<file path="src/rtl/uart_tx_arbiter.sv">
// Round-robin arbiter feeding several byte requesters into one UART transmitter.
// Also generates the baud-enable tick for that transmitter.
module uart_tx_arbiter #(
    parameter int NUM_REQ      = 4,
    parameter int BAUD_DIV     = 16,
    parameter int BUSY_TIMEOUT = 8
) (
    input  logic                       clk,
    input  logic                       rst,
    input  logic                       arb_en,
    input  logic [NUM_REQ-1:0]         req_valid,
    input  logic [8*NUM_REQ-1:0]       req_data,
    output logic [NUM_REQ-1:0]         req_ready,
    input  logic                       tx_busy,
    output logic                       tx_wr_enb,
    output logic [7:0]                 tx_data,
    output logic                       baud_enb,
    output logic [$clog2(NUM_REQ)-1:0] grant_id,
    output logic                       timeout_err
);

    localparam int IW = $clog2(NUM_REQ);
    localparam int BW = $clog2(BAUD_DIV);
    localparam int TW = $clog2(BUSY_TIMEOUT + 1);

    typedef enum logic [1:0] {
        IDLE,
        ISSUE,
        WAIT_BUSY,
        WAIT_DONE
    } state_t;

    state_t         state;
    logic [BW-1:0]  baud_cnt;
    logic [TW-1:0]  wait_cnt;
    logic [IW-1:0]  last_grant;
    logic [IW-1:0]  win;
    logic [IW-1:0]  idx;
    logic           found;
    logic           grant_ok;
    logic           run;

    // baud_enb is registered one cycle ahead so it lines up with BAUD_DIV-1
    always_ff @(posedge clk or negedge rst) begin
        if (!rst) begin
            baud_cnt <= '0;
            baud_enb <= 1'b0;
        end else begin
            baud_enb <= (baud_cnt == BW'(BAUD_DIV - 2));
            if (baud_cnt == BW'(BAUD_DIV - 1)) begin
                baud_cnt <= '0;
            end else begin
                baud_cnt <= baud_cnt + 1'b1;
            end
        end
    end

    always_comb begin
        win   = '0;
        idx   = '0;
        found = 1'b0;
        for (int k = 1; k <= NUM_REQ; k++) begin
            idx = IW'((int'(last_grant) + k) % NUM_REQ);
            if (!found && req_valid[idx]) begin
                found = 1'b1;
                win   = idx;
            end
        end
    end

    // run keeps req_ready low until the first edge after reset release
    assign grant_ok = run && (state == IDLE) && arb_en && !tx_busy && found;

    always_comb begin
        req_ready = '0;
        if (grant_ok) begin
            req_ready[win] = 1'b1;
        end
    end

    always_ff @(posedge clk or negedge rst) begin
        if (!rst) begin
            state       <= IDLE;
            run         <= 1'b0;
            tx_wr_enb   <= 1'b0;
            tx_data     <= 8'h00;
            grant_id    <= '0;
            timeout_err <= 1'b0;
            wait_cnt    <= '0;
            last_grant  <= IW'(NUM_REQ - 1);
        end else begin
            run       <= 1'b1;
            tx_wr_enb <= 1'b0;
            unique case (state)
                IDLE: begin
                    if (grant_ok) begin
                        tx_data   <= req_data[{win, 3'b000} +: 8];
                        grant_id  <= win;
                        tx_wr_enb <= 1'b1;
                        state     <= ISSUE;
                    end
                end
                ISSUE: begin
                    wait_cnt <= '0;
                    state    <= WAIT_BUSY;
                end
                WAIT_BUSY: begin
                    // the ISSUE cycle counts toward the timeout window
                    if (tx_busy) begin
                        state <= WAIT_DONE;
                    end else if (wait_cnt == TW'(BUSY_TIMEOUT - 2)) begin
                        timeout_err <= 1'b1;
                        state       <= IDLE;
                    end else begin
                        wait_cnt <= wait_cnt + 1'b1;
                    end
                end
                WAIT_DONE: begin
                    if (!tx_busy) begin
                        last_grant <= grant_id;
                        state      <= IDLE;
                    end
                end
                default: state <= IDLE;
            endcase
        end
    end

endmodule
</file>
<file path="config.mk">
export PLATFORM = sky130hd
export DESIGN_NAME = uart_tx_arbiter
export DESIGN_NICKNAME = d
export VERILOG_FILES = /design/src/rtl/uart_tx_arbiter.sv
export SDC_FILE = /design/constraint.sdc
export NUM_CORES = 1
export LEC_CHECK = 0
export CORE_ASPECT_RATIO = 1.25
export CORE_MARGIN = 4
export CORE_UTILIZATION = 41
export CTS_BUF_LIST = sky130_fd_sc_hd__clkbuf_8
export DETAILED_ROUTE_END_ITERATION = 12
export GPL_ROUTABILITY_DRIVEN = 0
export GPL_TIMING_DRIVEN = 1
export PLACE_DENSITY = 0.78
export SLEW_MARGIN = 0
export SYNTH_ARGS = -nofsm -noshare
export SYNTH_HDL_FRONTEND = slang
export SYNTH_SLANG_ARGS = --single-unit
</file>
<file path="constraint.sdc">
create_clock -name clk -period 1.8 [get_ports clk]
set_clock_uncertainty 0.05 [all_clocks]
set_input_delay 0.36 -clock clk [delete_from_list [all_inputs] [get_ports clk]]
set_output_delay 0.36 -clock clk [all_outputs]
set_load 0.005 [all_outputs]
</file>
# After elaboration in Yosys (flattened, before gate mapping)
# Cells that the tools add are included.
[word_totals] ff_bits=26 inputBits=40 output_inout_bits=17
[classes] add_sub_neg=6 order_cmp=6 eq_ne=11 shift=1 n_mux=30 n_bitwise=1 reduce_logical=19
[ops] cell="$shiftx 32x6->8" count=1
[ops] cell="$mux 2" count=8
[ops] cell="$mux 4" count=4
[ops] cell="$lt 2x3->1 const B" count=5
[ops] cell="$mux 1" count=11
[ops] cell="$reduce_and 3->1" count=3
[ops] cell="$add 4x1->4 const B" count=2
[ops] cell="$bmux 1 s2" count=4
[ops] cell="$eq 4x4->1 const B" count=2
[ops] cell="$logic_and 1x1->1" count=8
[ops] cell="$ne 2x2->1 const B" count=4
[ops] cell="$pmux 2 s4" count=1
[ops] cell="$pmux 4 s2" count=1
[ops] cell="$add 2x1->2 const B" count=2
[ops] cell="$add 2x2->2 const B" count=2
[ops] cell="$eq 2x2->1 const B" count=2
[ops] cell="$eq 4x3->1 const B" count=1
[ops] cell="$logic_not 1->1" count=4
[ops] cell="$reduce_and 2->1" count=2
[ops] cell="$ne 3x3->1 const B" count=1
[ops] cell="$demux 1 s2" count=1
[ops] cell="$eq 2x1->1 const B" count=1
[ops] cell="$ge 2x1->1 const B" count=1
[ops] cell="$logic_not 2->1" count=1
[ops] cell="2 further kinds" count=2

# Longest topological paths before layout
[depth] word_depth=18 ltp_mapped=7 ltp_nobuf=7

# Worst setup path before layout
# Ideal clock, no wire load.
[synth_path] path_type="flip-flop to output port" startpoint="reg last_grant[1]" endpoint="out req_ready[0]" arrival_ps=1462 setup_slack_ps=-72 path_stages_with_launch=6 path_cell_list="dfstp_2 -> buf_2 -> nand3b_1 -> nand4_1 -> buf_1 -> nor3b_1"
[synth_between] elab_chain_cells=18
[synth_rtl] item="start: declaration" line_no="36" source="logic [IW-1:0] last_grant;"
[synth_rtl] item="start signal: assignment" line_no="90" source="last_grant <= IW'(NUM_REQ - 1);"
[synth_rtl] item="start signal: assignment" line_no="120" source="last_grant <= grant_id;"
[synth_rtl] item="$add 2x1->2" line_no="63" source="idx = IW'((int'(last_grant) + k) % NUM_REQ);"
[synth_rtl] item="$bmux 1 s2" line_no="64" source="if (!found && req_valid[idx]) begin"
[synth_rtl] item="$mux 1 (implied by the code)" line_no="64"
[synth_rtl] item="$mux 1" line_no="64"
[synth_rtl] item="$logic_not 1->1" line_no="64"
[synth_rtl] item="$logic_and 1x1->1" line_no="64"
[synth_rtl] item="$mux 1" line_no="64"
[synth_rtl] item="$logic_not 1->1" line_no="64"
[synth_rtl] item="(+2 left out)"
[synth_rtl] item="$logic_not 1->1" line_no="64"
[synth_rtl] item="$logic_and 1x1->1" line_no="64"
[synth_rtl] item="$mux 2" line_no="64"
[synth_rtl] item="$lt 2x3->1 (implied by the code) / $ge 2x1->1 (equally long branches)" line_no="77" source="req_ready[win] = 1'b1;"
[synth_rtl] item="$logic_and 1x1->1 (implied by the code)" line_no="77"
[synth_rtl] item="$mux 1 (implied by the code)" line_no="77"
[synth_rtl] item="$demux 1 s2" line_no="77"
[synth_rtl] item="$mux 4 (*)" line_no="76" source="if (grant_ok) begin"
[synth_rtl] item="end: declaration" line_no="13" source="output logic [NUM_REQ-1:0] req_ready,"
# Mark *: on every way between the ends. The rest lies on a longest branch, timed or not. The select of a mux whose other input is x is not followed.

# Worst setup path in the final report
# Ends and elaborated chain as after synthesis.

==> out/metrics.yaml <==
outcome: "finished with violations"
violations: "negative setup slack"
reg2reg_slack_ps: -200
use_met3_pct: 2.92
p_per_area_mw_per_mm2: 1240
regArea_sq_um: 653
synthSimpleGateAreaFrac_pct: 15.7
finalNonFillerCells: 260
rr_endpoint: "tx_data[0]$_DFFE_PN0P_"
first_pass_iters: 4
path_class: "flip-flop to primary output"
drive_gt1_share_pct: 33.9
overflow: 0
leakagePower_nw: 1.10
ir_drop_v: 0.000902
core_area_sq_mm: 0.00348
yosys_register_bits: 26
fmax_mhz: 454
clk_pin_slew_ps: 90
diodes: 0
row_count: 24
critical_path.startpoint: "last_grant[1]$_DFFE_PN1P_"
setup_viol: 12
tns_ps: -2710
num-fill-cells: 249
final_hold_viol_count: 0
clock_sinks: 26
placed_area_sq_mm: 0.00219
hold_buffers: 0
port_buffers: 56
holdWs_ps: 389
die_w_microns: 61.7
yosysMostFrequentCell: "dfrtp_1"
reg2reg_depth: 9
cts_root_buffer: "clkbuf_8"
grt_pass1_vias: 1524
ys_async_sr_fraction_pct: 100
drv_cap: 0
cts_max_level: 1
min_path_type: "input port to asynchronous set/reset pin"
slowest_delay_ps: 580
synthFlopType: "dfrtp_1"
cp_max_fo: 4
synth_area_per_cell_sq_um: 10.5
synthesis.area_sq_mm: 0.00148
r2r_start: "last_grant[1]$_DFFE_PN1P_"
cp_top_family: "flip-flops"
die_h_microns: 75.2
grt_pass1_wl_microns: 7010
top_usage_layer: "met2"
synth_top_area_share_pct: 40.6
yosys.area.top_type: "dfrtp_1"
dp_cells: 245
vias: 1412
cp.required_ps: 1390
arrival_ps: 1790
routedWlPerCell_microns: 17.7
synthAdderAreaFrac_pct: 3.38
ys_types: 36
wirelength_microns: 4610
fin_area_sq_mm: 0.00252
drtIter0Drc: 51
yosys-top-cells-area: "dfrtp_1 41%, mux2i_1 14%, o221ai_2 8.1%"
initial_core_util_pct: 42.5
endpoint_kind: "primary output"
crit_buf_inv: 4
route.detailed.drc: 0
insertion_delay_ps: 270
grtUsageTotal_pct: 20.6
antenna_found_initial: 0
ant_nets: 0
numCtsBuffers: 3
finalPower_mw: 3.13
period_needed_ps: 2200
rsz0062_at_grt: "yes"
pre_cts_ws_ps: -874
ys_seq_area_share_pct: 44.2
clockBufferDepth: 2
synth_top_family_by_area: "simple AND/OR/NAND/NOR gates"
setup_ws_ps: -403
cp-start-kind: "flip-flop"
synthCells: 141
critPathMostFrequentCell: "buf_6"
crit_chain: "buf_6 > nand2_2 > nand3b_1 > nand4_1 > buf_4 > buf_6 > nor3b_2 > buf_2"
nets: 266
synth_fp_nets: 185
grt_max_degree: 27
fp.dieArea_sq_mm: 0.00464
yosys_warnings: 0
multi_input_area_sq_um: 918
dpl.hpwl_microns: 3270
met1_usage_pct: 22.9
area_growth_pct: 70.6
synth_compound_area_share_pct: 15.0
io_pins: 57
synth_edf_count: 0
synthMuxAreaShare_pct: 15.7
synth_top_cells_by_count: "24 x dfrtp_1, 21 x mux2i_1, 16 x nand2_1"
synthXorXnorAreaFrac_pct: 0.592
cts_tree: "done"
drv_slew: 0
fin_crit_sh_pct: 122
grt_util_met2_pct: 38.6
viasPerCell: 5.43
crit_slowest_cell: "dfstp_2"
fin_util_pct: 72.4
[power by group]
part / internal (mW) / switching, mW / leakage [nW]
clock network: 0.298 / 0.188 / 0.0357
registers: 0.800 / 0.175 / 0.330
logic: 1.01 / 0.660 / 0.730
total: 2.11 / 1.02 / 1.10
[registers in the layout, indices dropped and copies added, names as in the netlist]
signal and count:
baud_enb 1, tx_wr_enb 1, tx_data 8, run 1, timeout_err 1, baud_cnt 4
grant_id 2, state 2, wait_cnt 4, last_grant 2
[how the worst max path moves through the flow]
stage	end	cells after the start	slack, ps
after floorplan	req_ready[0]	6	1
after global placement	req_ready[1]	7	-780
after detailed placement	req_ready[2]	7	-870
after CTS	req_ready[0]	8	-370
after global routing	req_ready[0]	8	-480
final	req_ready[0]	8	-400
[placed cells by master (no fill, tap or decap), drive strengths merged]
master          n
a21oi           4
a31oi           1
and3            2
buf            33
bufinv          1
clkbuf          3
clkdlybuf4s50  48
conb            1
dfrtp          24
dfstp           2
dlygate4sd2     4
ha              4
inv             8
mux2            2
mux2i          21
nand2          16
nand2b          2
nand3           3
nand3b          4
nand4           1
nor2            4
nor2b           1
nor3            3
nor3b           2
nor4b           1
o211ai          2
o21ai           6
o221ai          9
o22ai           2
o311ai          1
or2             3
or3             1
or3b            1
xor2            1
[layer usage]
layer  vias up  routed length, microns
met2        37                    2650
met1       695                    1700
met5         -                       0
met4         0                     100
li1        670                       -
met3        10                     155
[cells by family (layout without fill, tap and decap cells)]
family | after synthesis | count (layout)
xor gates and xnor gates | 1 | 1
muxes | 23 | 23
buffers and inverters | 17 | 97
adders and majority gates | 4 | 4
and+or+nand+nor | 44 | 44
other | 1 | 1
AOI/OAI and AO/OA | 25 | 25
DFF | 26 | 26
[final cells by class]
type / instances / share of cell area, %
Multi-Input combinational cell: 98 / 36.4
Timing Repair Buffer: 85 / 31.7
Sequential cell: 26 / 25.9
Tap cell: 39 / 1.93
Clock buffer: 3 / 1.64
Clock inverter: 1 / 1.19
Inverter: 8 / 1.19
[worst register-to-register path, delay by kind of cell, from the launching register on]
kind / cells / cell delay, ps
buf+inv: 4 / 640
flops: 1 / 580
simple gates: 3 / 260
mux: 1 / 200
compound gates: 1 / 190
[repair_timing]
item / 4_1_cts / 5_1_grt
pin swaps: 15 / 2
buffers inserted: 11 / 2
resized for setup: 55 / 5
gates cloned: 1 / 0
setup endpoints to repair: 13 / 16
Power figures use the tool's default switching activity.
